<file path="src/rtl/vga_timing_gen.sv">
// VGA timing generator.
// A pixel prescaler divides clk down to the pixel rate and drives horizontal
// and vertical position counters. Sync, display-enable, colour, and the
// line/frame start strobes are registered one clk behind the counters.
// While en is low, timing freezes in place and the visible outputs blank.

module vga_timing_gen #(
   parameter int H_ACTIVE = 640,
   parameter int H_FP     = 16,
   parameter int H_SYNC   = 96,
   parameter int H_BP     = 48,
   parameter int V_ACTIVE = 480,
   parameter int V_FP     = 10,
   parameter int V_SYNC   = 2,
   parameter int V_BP     = 33,
   parameter int CLK_DIV  = 2,
   parameter int COLOR_W  = 4,
   parameter bit SYNC_POL = 1'b0
) (
   input  logic               clk,
   input  logic               rst,
   input  logic               en,
   input  logic [COLOR_W-1:0] in_R,
   input  logic [COLOR_W-1:0] in_G,
   input  logic [COLOR_W-1:0] in_B,
   output logic [COLOR_W-1:0] out_R,
   output logic [COLOR_W-1:0] out_G,
   output logic [COLOR_W-1:0] out_B,
   output logic               Hsync,
   output logic               Vsync,
   output logic               de,
   output logic [10:0]        pix_x,
   output logic [10:0]        pix_y,
   output logic               line_start,
   output logic               frame_start
);

   localparam int H_TOTAL = H_ACTIVE + H_FP + H_SYNC + H_BP;
   localparam int V_TOTAL = V_ACTIVE + V_FP + V_SYNC + V_BP;
   localparam int PW      = (CLK_DIV > 1) ? $clog2(CLK_DIV) : 1;

   localparam logic [PW-1:0] PRESC_LAST = PW'(CLK_DIV - 1);
   localparam logic [PW-1:0] PRESC_ONE  = PW'(1);

   // Comparisons are done at 12 bits so a window ending exactly at 2048 still works.
   localparam logic [11:0] H_ACT_C  = 12'(H_ACTIVE);
   localparam logic [11:0] H_SS_C   = 12'(H_ACTIVE + H_FP);
   localparam logic [11:0] H_SE_C   = 12'(H_ACTIVE + H_FP + H_SYNC);
   localparam logic [11:0] H_LAST_C = 12'(H_TOTAL - 1);
   localparam logic [11:0] V_ACT_C  = 12'(V_ACTIVE);
   localparam logic [11:0] V_SS_C   = 12'(V_ACTIVE + V_FP);
   localparam logic [11:0] V_SE_C   = 12'(V_ACTIVE + V_FP + V_SYNC);
   localparam logic [11:0] V_LAST_C = 12'(V_TOTAL - 1);

   // Reject parameter sets the 11-bit counters or the prescaler cannot represent.
   if (CLK_DIV < 1) begin : g_chk_div
      $error("vga_timing_gen: CLK_DIV must be at least 1");
   end
   if (H_TOTAL > 2048) begin : g_chk_htot
      $error("vga_timing_gen: horizontal total exceeds 2048");
   end
   if (V_TOTAL > 2048) begin : g_chk_vtot
      $error("vga_timing_gen: vertical total exceeds 2048");
   end

   logic [PW-1:0]      presc_r;
   logic [10:0]        pix_x_r;
   logic [10:0]        pix_y_r;
   logic [COLOR_W-1:0] out_r_r;
   logic [COLOR_W-1:0] out_g_r;
   logic [COLOR_W-1:0] out_b_r;
   logic               hsync_r;
   logic               vsync_r;
   logic               de_r;
   logic               line_start_r;
   logic               frame_start_r;

   logic [11:0]        px_s;
   logic [11:0]        py_s;
   logic               tick_s;
   logic               h_last_s;
   logic               v_last_s;
   logic               h_wrap_s;
   logic               visible_s;
   logic               h_sync_lvl_s;
   logic               v_sync_lvl_s;

   assign px_s      = {1'b0, pix_x_r};
   assign py_s      = {1'b0, pix_y_r};
   assign tick_s    = en & (presc_r == PRESC_LAST);
   assign h_last_s  = (px_s == H_LAST_C);
   assign v_last_s  = (py_s == V_LAST_C);
   assign h_wrap_s  = tick_s & h_last_s;
   assign visible_s = en & (px_s < H_ACT_C) & (py_s < V_ACT_C);

   // Decode the current position into the level each sync line should take.
   always_comb begin
      h_sync_lvl_s = ~SYNC_POL;
      v_sync_lvl_s = ~SYNC_POL;
      if ((px_s >= H_SS_C) && (px_s < H_SE_C)) begin
         h_sync_lvl_s = SYNC_POL;
      end else begin
         h_sync_lvl_s = ~SYNC_POL;
      end
      if ((py_s >= V_SS_C) && (py_s < V_SE_C)) begin
         v_sync_lvl_s = SYNC_POL;
      end else begin
         v_sync_lvl_s = ~SYNC_POL;
      end
   end

   // Pixel prescaler: counts clk cycles per pixel, frozen while disabled.
   always_ff @(posedge clk or negedge rst) begin
      if (!rst) begin
         presc_r <= {PW{1'b0}};
      end else if (en) begin
         if (presc_r == PRESC_LAST) begin
            presc_r <= {PW{1'b0}};
         end else begin
            presc_r <= presc_r + PRESC_ONE;
         end
      end
   end

   // Horizontal/vertical position counters advanced on each pixel tick.
   always_ff @(posedge clk or negedge rst) begin
      if (!rst) begin
         pix_x_r <= 11'd0;
         pix_y_r <= 11'd0;
      end else if (tick_s) begin
         if (h_last_s) begin
            pix_x_r <= 11'd0;
            if (v_last_s) begin
               pix_y_r <= 11'd0;
            end else begin
               pix_y_r <= pix_y_r + 11'd1;
            end
         end else begin
            pix_x_r <= pix_x_r + 11'd1;
         end
      end
   end

   // Registered video outputs, one clk behind the counters; syncs hold while disabled.
   always_ff @(posedge clk or negedge rst) begin
      if (!rst) begin
         out_r_r       <= {COLOR_W{1'b0}};
         out_g_r       <= {COLOR_W{1'b0}};
         out_b_r       <= {COLOR_W{1'b0}};
         de_r          <= 1'b0;
         line_start_r  <= 1'b0;
         frame_start_r <= 1'b0;
         hsync_r       <= ~SYNC_POL;
         vsync_r       <= ~SYNC_POL;
      end else begin
         de_r          <= visible_s;
         out_r_r       <= visible_s ? in_R : {COLOR_W{1'b0}};
         out_g_r       <= visible_s ? in_G : {COLOR_W{1'b0}};
         out_b_r       <= visible_s ? in_B : {COLOR_W{1'b0}};
         line_start_r  <= h_wrap_s;
         frame_start_r <= h_wrap_s & v_last_s;
         if (en) begin
            hsync_r <= h_sync_lvl_s;
            vsync_r <= v_sync_lvl_s;
         end
      end
   end

   assign out_R       = out_r_r;
   assign out_G       = out_g_r;
   assign out_B       = out_b_r;
   assign Hsync       = hsync_r;
   assign Vsync       = vsync_r;
   assign de          = de_r;
   assign pix_x       = pix_x_r;
   assign pix_y       = pix_y_r;
   assign line_start  = line_start_r;
   assign frame_start = frame_start_r;

endmodule

</file>
<file path="config.mk">
export PLATFORM = sky130hd
export DESIGN_NAME = vga_timing_gen
export DESIGN_NICKNAME = d
export VERILOG_FILES = /design/src/rtl/vga_timing_gen.sv
export SDC_FILE = /design/constraint.sdc
export NUM_CORES = 1
export LEC_CHECK = 0
export CORE_MARGIN = 5
export CORE_UTILIZATION = 45
export CTS_BUF_LIST = sky130_fd_sc_hd__clkbuf_8
export CTS_CLUSTER_SIZE = 40
export DETAILED_ROUTE_END_ITERATION = 16
export DONT_BUFFER_PORTS = 1
export GPL_TIMING_DRIVEN = 0
export SLEW_MARGIN = 20
export SYNTH_ARGS = -nofsm -noshare
export SYNTH_HDL_FRONTEND = slang
export SYNTH_SLANG_ARGS = --single-unit
</file>
<file path="constraint.sdc">
create_clock -name clk -period 3.6 [get_ports clk]
set_clock_uncertainty 0.1 [all_clocks]
set_input_delay 0.9 -clock clk [delete_from_list [all_inputs] [get_ports clk]]
set_output_delay 0.9 -clock clk [all_outputs]
set_load 0.005 [all_outputs]
</file>
==> flow_metrics.env, run 1 <==
export IMPL_top_signal_layer_used="met4"
export IMPL_htreeDepth=2
export IMPL_clk_pin_slew_ps=70
export IMPL_unrepaired_setup_endpoints_after_global_routing="no"
export IMPL_grt_pass1_wl_mm=6.14
export IMPL_startpoint_type="flip-flop"
export IMPL_timing_critical_path_from="pix_x[7]"
export IMPL_detailedRoute_firstIterationViolations=69
export IMPL_post_synth_inst_count=159
export IMPL_finish_utilization_pct=51.3
export IMPL_via_count_of_the_first_global_routing_pass=1290
export IMPL_period_needed_ps=2290
export IMPL_route_detailed_drc=0
export IMPL_initial_antenna_violation_count=0
export IMPL_met2_length_mm=1.65
export IMPL_fp_dieH_um=72.3
export IMPL_cts_root_buf="clkbuf_8"
export IMPL_gp_congestion=0.802
export IMPL_avgRoutedWirePerCell_um=16.7
export IMPL_flip_flop_and_latch_count_after_synthesis=40
export IMPL_detailroute_via_count=1235
export IMPL_peakVddDrop_uv=238
export IMPL_area_grow_syn2layout_pct=9.16
export IMPL_relSlewSlack_pct=71.3
export IMPL_path_class="reg -> reg"
export IMPL_rows=22
export IMPL_post_synthesis_cell_area_um2=1750
export IMPL_layout_cells_most_common="dfrtp_1"
export IMPL_grt_overflow_total=0
export IMPL_insertedDiodeCount=0
export IMPL_dr_pass1_iters=4
export IMPL_placeableCoreArea_um2=3720
export IMPL_power_static_leakage_nw=0.841
export IMPL_timing_final_max_slew_violations=0
export IMPL_final_cell_mix="dfrtp_1, nor2_1, and2_1, nand3_1"
export IMPL_ys_warnings_count=0
export IMPL_initial_core_util_pct=47.0
export IMPL_clk_insertion_delay_late_ps=280
export IMPL_timing_final_crit_share_pct=63.7
export IMPL_drive_gt1_share_pct=7.19
export IMPL_crit_path_end_kind="flip-flop"
export IMPL_ioPinCount=54
export IMPL_status="finished, final reports clean"
export IMPL_final_setup_tns_ps=0
export IMPL_drt_total_wl_mm=3.58
export IMPL_postSynthNetCount=177
export IMPL_crit_path_max_incr_delay_ps=540
export IMPL_critical_path_arrival_ps=2360
export IMPL_vias_per_cell=5.74
export IMPL_worst_endpoint_required_ps=3660
export IMPL_die_area_um2=5230
export IMPL_fmaxAchievable_ghz=0.436
export IMPL_critPathMostFrequentCell="or4_1"
export IMPL_worst_slew_pin_transition_ps=430
export IMPL_cts_repair_timing_setup_buffer_count=0
export IMPL_dp_hpwl_mm=2.64
export IMPL_antenna_violating_nets_post_route=0
export IMPL_post_cts_hold_buffer_count=0
export IMPL_worstHoldPathType="in -> async"
export IMPL_startpoint_of_the_most_critical_register_to_register_path="pix_x[7]"
export IMPL_maximum_number_of_pins_on_one_net_before_global_route_repair=41
export IMPL_number_of_different_library_cells_in_the_post_synthesis_netlist=31
export IMPL_final_fill_count=350
export IMPL_postCtsResizedCells=0
export IMPL_cts_sinks=40
export IMPL_setup_violations=0
export IMPL_multi_input_area_um2=687
export IMPL_grtUsageTotal_pct=15.1
export IMPL_syn_avg_cell_area_um2=11.0
export IMPL_numCtsBuffers=5
export IMPL_cp_slowest_cell="or4_1"
export IMPL_cts_root_to_sink_buffers=2
export IMPL_register_area_um2=1000
export IMPL_io_buffers=0
export IMPL_cts_tree="done"
export IMPL_crit_chain="or4_1, or4_1, buf_6, clkinv_8, nand4_1, mux2_1"
export IMPL_p_per_area_nw_per_um2=488
export IMPL_layout_nets=184
export IMPL_max_cap_violations=0
export IMPL_die_width_um=72.3
export IMPL_yosysSeqAreaShare_pct=57.4
export IMPL_hold_viol_final=0
export IMPL_drt_met1_wl_mm=1.45
export IMPL_cp_max_fanout=8
export IMPL_wl_met3_um=444
[layer usage]
metal  track usage [%]  up-vias
met1              16.9      604
met2              24.5       49
met4              5.01        0
met3              8.45        6
met5                 0        -
li1                  -      576
[worst paths after layout]
path                             to  slack, ps  cells after the start
min in group clk              Vsync        410                      2
setup / recovery           pix_y[4]       1310                      6
hold / removal             pix_y[7]        210                      0
setup reg to reg           pix_y[4]       1310                      6
max in group asynchronous     Hsync       3020                      0
hold reg to reg               Vsync        410                      2
[metrics by stage]
step                area [um^2]  worst slack (ps)  instances  hold slack [ps]  total power, mW
floorplan                  1750              1260        159              375            0.605
global placement           1810              1200        207              386            0.626
detailed placement         1810              1170        207              404            0.632
CTS                        1910              1300        215              190            0.951
global route               1910              1160        215              181            0.991
finish                     1910              1310        215              206            0.931
[flip-flops by register name, summed over array words and instances, names as in the netlist]
register,count
line_start,1
de,1
presc_r,1
out_G,4
out_R,4
Hsync,1
pix_x,11
out_B,4
Vsync,1
pix_y,11
frame_start,1
[cell usage after synthesis]
master | count | area share [%]
nor2_1 | 14 | 3.0
and2_1 | 12 | 4.3
xnor2_1 | 5 | 2.5
ha_1 | 3 | 2.1
a31oi_1 | 1 | 0.36
clkbuf_1 | 3 | 0.64
dfrtp_1 | 38 | 54
o21ai_0 | 8 | 2.3
nor4bb_1 | 2 | 1.1
a32o_1 | 1 | 0.57
buf_4 | 1 | 0.43
a22o_1 | 3 | 1.5
o21a_1 | 2 | 0.86
nand3_1 | 12 | 3.4
nand2_1 | 8 | 1.7
and3_1 | 5 | 1.8
clkinv_8 | 1 | 0.93
and4_1 | 2 | 1.0
inv_1 | 3 | 0.64
mux2i_1 | 1 | 0.57
nor4_1 | 3 | 1.1
nand4_1 | 7 | 2.5
xor2_1 | 5 | 2.5
or4_1 | 3 | 1.3
mux2_1 | 2 | 1.3
a21oi_1 | 5 | 1.4
nor3_1 | 4 | 1.1
dfstp_2 | 2 | 3.0
nor4b_1 | 1 | 0.50
buf_6 | 1 | 0.64
or3_1 | 1 | 0.36
[worst max-delay path, delay by kind of cell, from the launching register on]
| family | cells | cell delay, ps |
|---|---|---|
| and+or+nand+nor | 3 | 1070 |
| DFF | 1 | 460 |
| buffers and inverters | 2 | 230 |
| muxes | 1 | 330 |
[area by class of cell]
class,instances,share of cell area (%)
Tap cell,48,3.15
Inverter,4,1.44
Buffer,5,1.57
Multi-Input combinational cell,110,36.0
Clock buffer,7,5.05
Sequential cell,40,52.6
Clock inverter,1,0.197
[logic make-up (layout without fill, tap and decap cells)]
group / after synthesis / after routing / synth area share (%)
buffers and inverters: 9 / 17 / 3.29
AOI/OAI and AO/OA: 20 / 20 / 7.02
muxes: 3 / 3 / 1.86
DFF: 40 / 40 / 57.4
xor gates and xnor gates: 10 / 10 / 5.01
adders and majority gates: 3 / 3 / 2.15
and+or+nand+nor: 74 / 74 / 23.3
[power by group]
group          switching, mW  total [mW]  internal, mW
registers             0.0563       0.546         0.490
logic                 0.0361      0.0745        0.0384
clock network          0.138       0.310         0.172
No activity file was read; power rests on OpenSTA's default activity.
==> inputs of run 2 (changes only) <==
- clock period: 3.6 -> 2.3 ns (I/O delays scaled with it)
==> run 2 against run 1 <==
- clock power is 56% higher
- power increased by 58%
- count of clock-buffer cells in the layout did not move
- combinational power increased by 79%
- critical path depth stayed put
- largest power group unchanged
- sequential cell count is the same
- non-clock buffer count is 1 higher
- register-to-register slack worse by 1300 ps
- sequential share of layout area fell by 0.95 points
==> flow_metrics.env, run 2 (synthesis results as in run 1) <==
export IMPL_status="finished, final reports clean"
export IMPL_finalInstanceArea_um2=1950
export IMPL_ioPinCount=54
export IMPL_final_setup_tns_ps=0
export IMPL_unrepaired_setup_endpoints_after_global_routing="yes"
export IMPL_die_area_um2=5230
export IMPL_path_class="reg -> reg"
export IMPL_p_per_area_nw_per_um2=755
export IMPL_initial_core_util_pct=47.0
export IMPL_cp_max_fanout=8
export IMPL_layout_cells_most_common="dfrtp_1"
export IMPL_gp_congestion=0.802
export IMPL_drive_gt1_share_pct=11.3
export IMPL_dr_pass1_iters=4
export IMPL_grtUsageTotal_pct=15.6
export IMPL_timing_final_max_slew_violations=0
export IMPL_grt_pass1_wl_mm=6.29
export IMPL_layout_nets=185
export IMPL_relSlewSlack_pct=71.0
export IMPL_detailedRoute_firstIterationViolations=76
export IMPL_reg2reg_depth=6
export IMPL_antenna_violating_nets_post_route=0
export IMPL_period_needed_ps=2280
export IMPL_crit_path_max_incr_delay_ps=530
export IMPL_cts_root_buf="clkbuf_8"
export IMPL_maximum_number_of_pins_on_one_net_before_global_route_repair=39
export IMPL_area_grow_syn2layout_pct=11.5
export IMPL_crit_path_end_kind="flip-flop"
export IMPL_cts_root_to_sink_buffers=2
export IMPL_route_detailed_drc=0
export IMPL_placed_cells_incl_taps=207
export IMPL_startpoint_type="flip-flop"
export IMPL_final_fill_count=347
export IMPL_drt_total_wl_mm=3.69
export IMPL_fp_dieH_um=72.3
export IMPL_grt_util_met1_pct=17.2
export IMPL_detailroute_via_count=1218
export IMPL_totalPowerFinal_mw=1.47
export IMPL_worst_endpoint_required_ps=2370
export IMPL_io_buffers=0
export IMPL_worst_slew_pin_transition_ps=435
export IMPL_peakVddDrop_uv=373
export IMPL_clk_pin_slew_ps=70
export IMPL_vias_per_cell=5.64
export IMPL_clk_insertion_delay_late_ps=280
export IMPL_worstHoldPathType="in -> async"
export IMPL_numCtsBuffers=5
export IMPL_avgRoutedWirePerCell_um=17.1
export IMPL_initial_antenna_violation_count=0
export IMPL_register_area_um2=1010
export IMPL_cp_slowest_cell="or4_1"
export IMPL_htreeDepth=2
export IMPL_gr_usage_met3_pct=8.31
export IMPL_grt_overflow_total=0
export IMPL_multi_input_area_um2=701
export IMPL_holdWs_ps=20.4
export IMPL_hold_viol_final=0
export IMPL_finish_utilization_pct=52.4
export IMPL_die_width_um=72.3
export IMPL_cts_sinks=40
export IMPL_max_cap_violations=0
export IMPL_final_cell_mix="dfrtp_1, nor2_1, and2_1, nand3_1"
export IMPL_fmaxAchievable_ghz=0.439
export IMPL_rows=22
export IMPL_insertedDiodeCount=0
export IMPL_grt_busiest_layer="met2"
export IMPL_timing_final_crit_share_pct=99.1
export IMPL_placeableCoreArea_um2=3720
export IMPL_critical_path_arrival_ps=2350
export IMPL_power_static_leakage_nw=0.854
export IMPL_place_area_um2=1810
export IMPL_crit_chain="or4_1, or4_4, buf_6, clkinv_8, nand4_1, mux2_4"
export IMPL_grt_met2_usage_pct=25.9
export IMPL_instances_no_fill=216
export IMPL_dp_hpwl_mm=2.64
export IMPL_cts_tree="done"
export IMPL_post_route_worst_setup_slack_ps=20.3
export IMPL_via_count_of_the_first_global_routing_pass=1292
export IMPL_setup_violations=0
export IMPL_place_ws_ps=17.0
==> run 2: changes by cell type in the layout (fill, tap and decap cells not counted), sizes merged <==
cell,before,now
buf,2,4
clkbuf,10,9
==> run 2: layout make-up <==
class	count	share of cell area [%]
Buffer	4	1.35
Clock buffer	7	4.95
Clock inverter	1	0.193
Inverter	4	1.41
Multi-Input combinational cell	110	36.0
Sequential cell	40	51.6
Tap cell	48	3.08
Timing Repair Buffer	2	1.41
==> run 2: power breakdown <==
group	total (mW)	switching (mW)	internal, mW
Clock	0.483	0.214	0.269
Combinational	0.133	0.0687	0.0638
Sequential	0.855	0.0877	0.767
==> run 2: final timing paths <==
path                       startpoint        to  slack [ps]
min reg2reg                     Vsync     Vsync         410
max                          pix_x[7]  pix_y[4]          20
max reg2reg                  pix_x[7]  pix_y[4]          20
min in group clk              in_R[1]  out_R[1]         320
max in group asynchronous         rst  pix_x[6]        1880
min                               rst  pix_y[2]          20
==> run 2: worst max-delay path, delay by kind of cell, from the launching register on <==
family | cells | cell delay (ps)
buf+inv | 2 | 210
flops | 1 | 450
mux | 1 | 320
simple gates | 3 | 1070
==> run 2: routing by layer <==
layer | wire [um] | vias up
li1 | - | 580
met4 | 40 | 0
met5 | 0 | -
met3 | 419 | 6
met1 | 1500 | 588
met2 | 1730 | 44
==> run 2: timing repair <==
item,CTS,global route
cloned,0,0
setup buffers,0,1
setup endpoints to repair,1,7
hold endpoints to repair,38,0
hold buffers,1,0
resized for setup,1,4
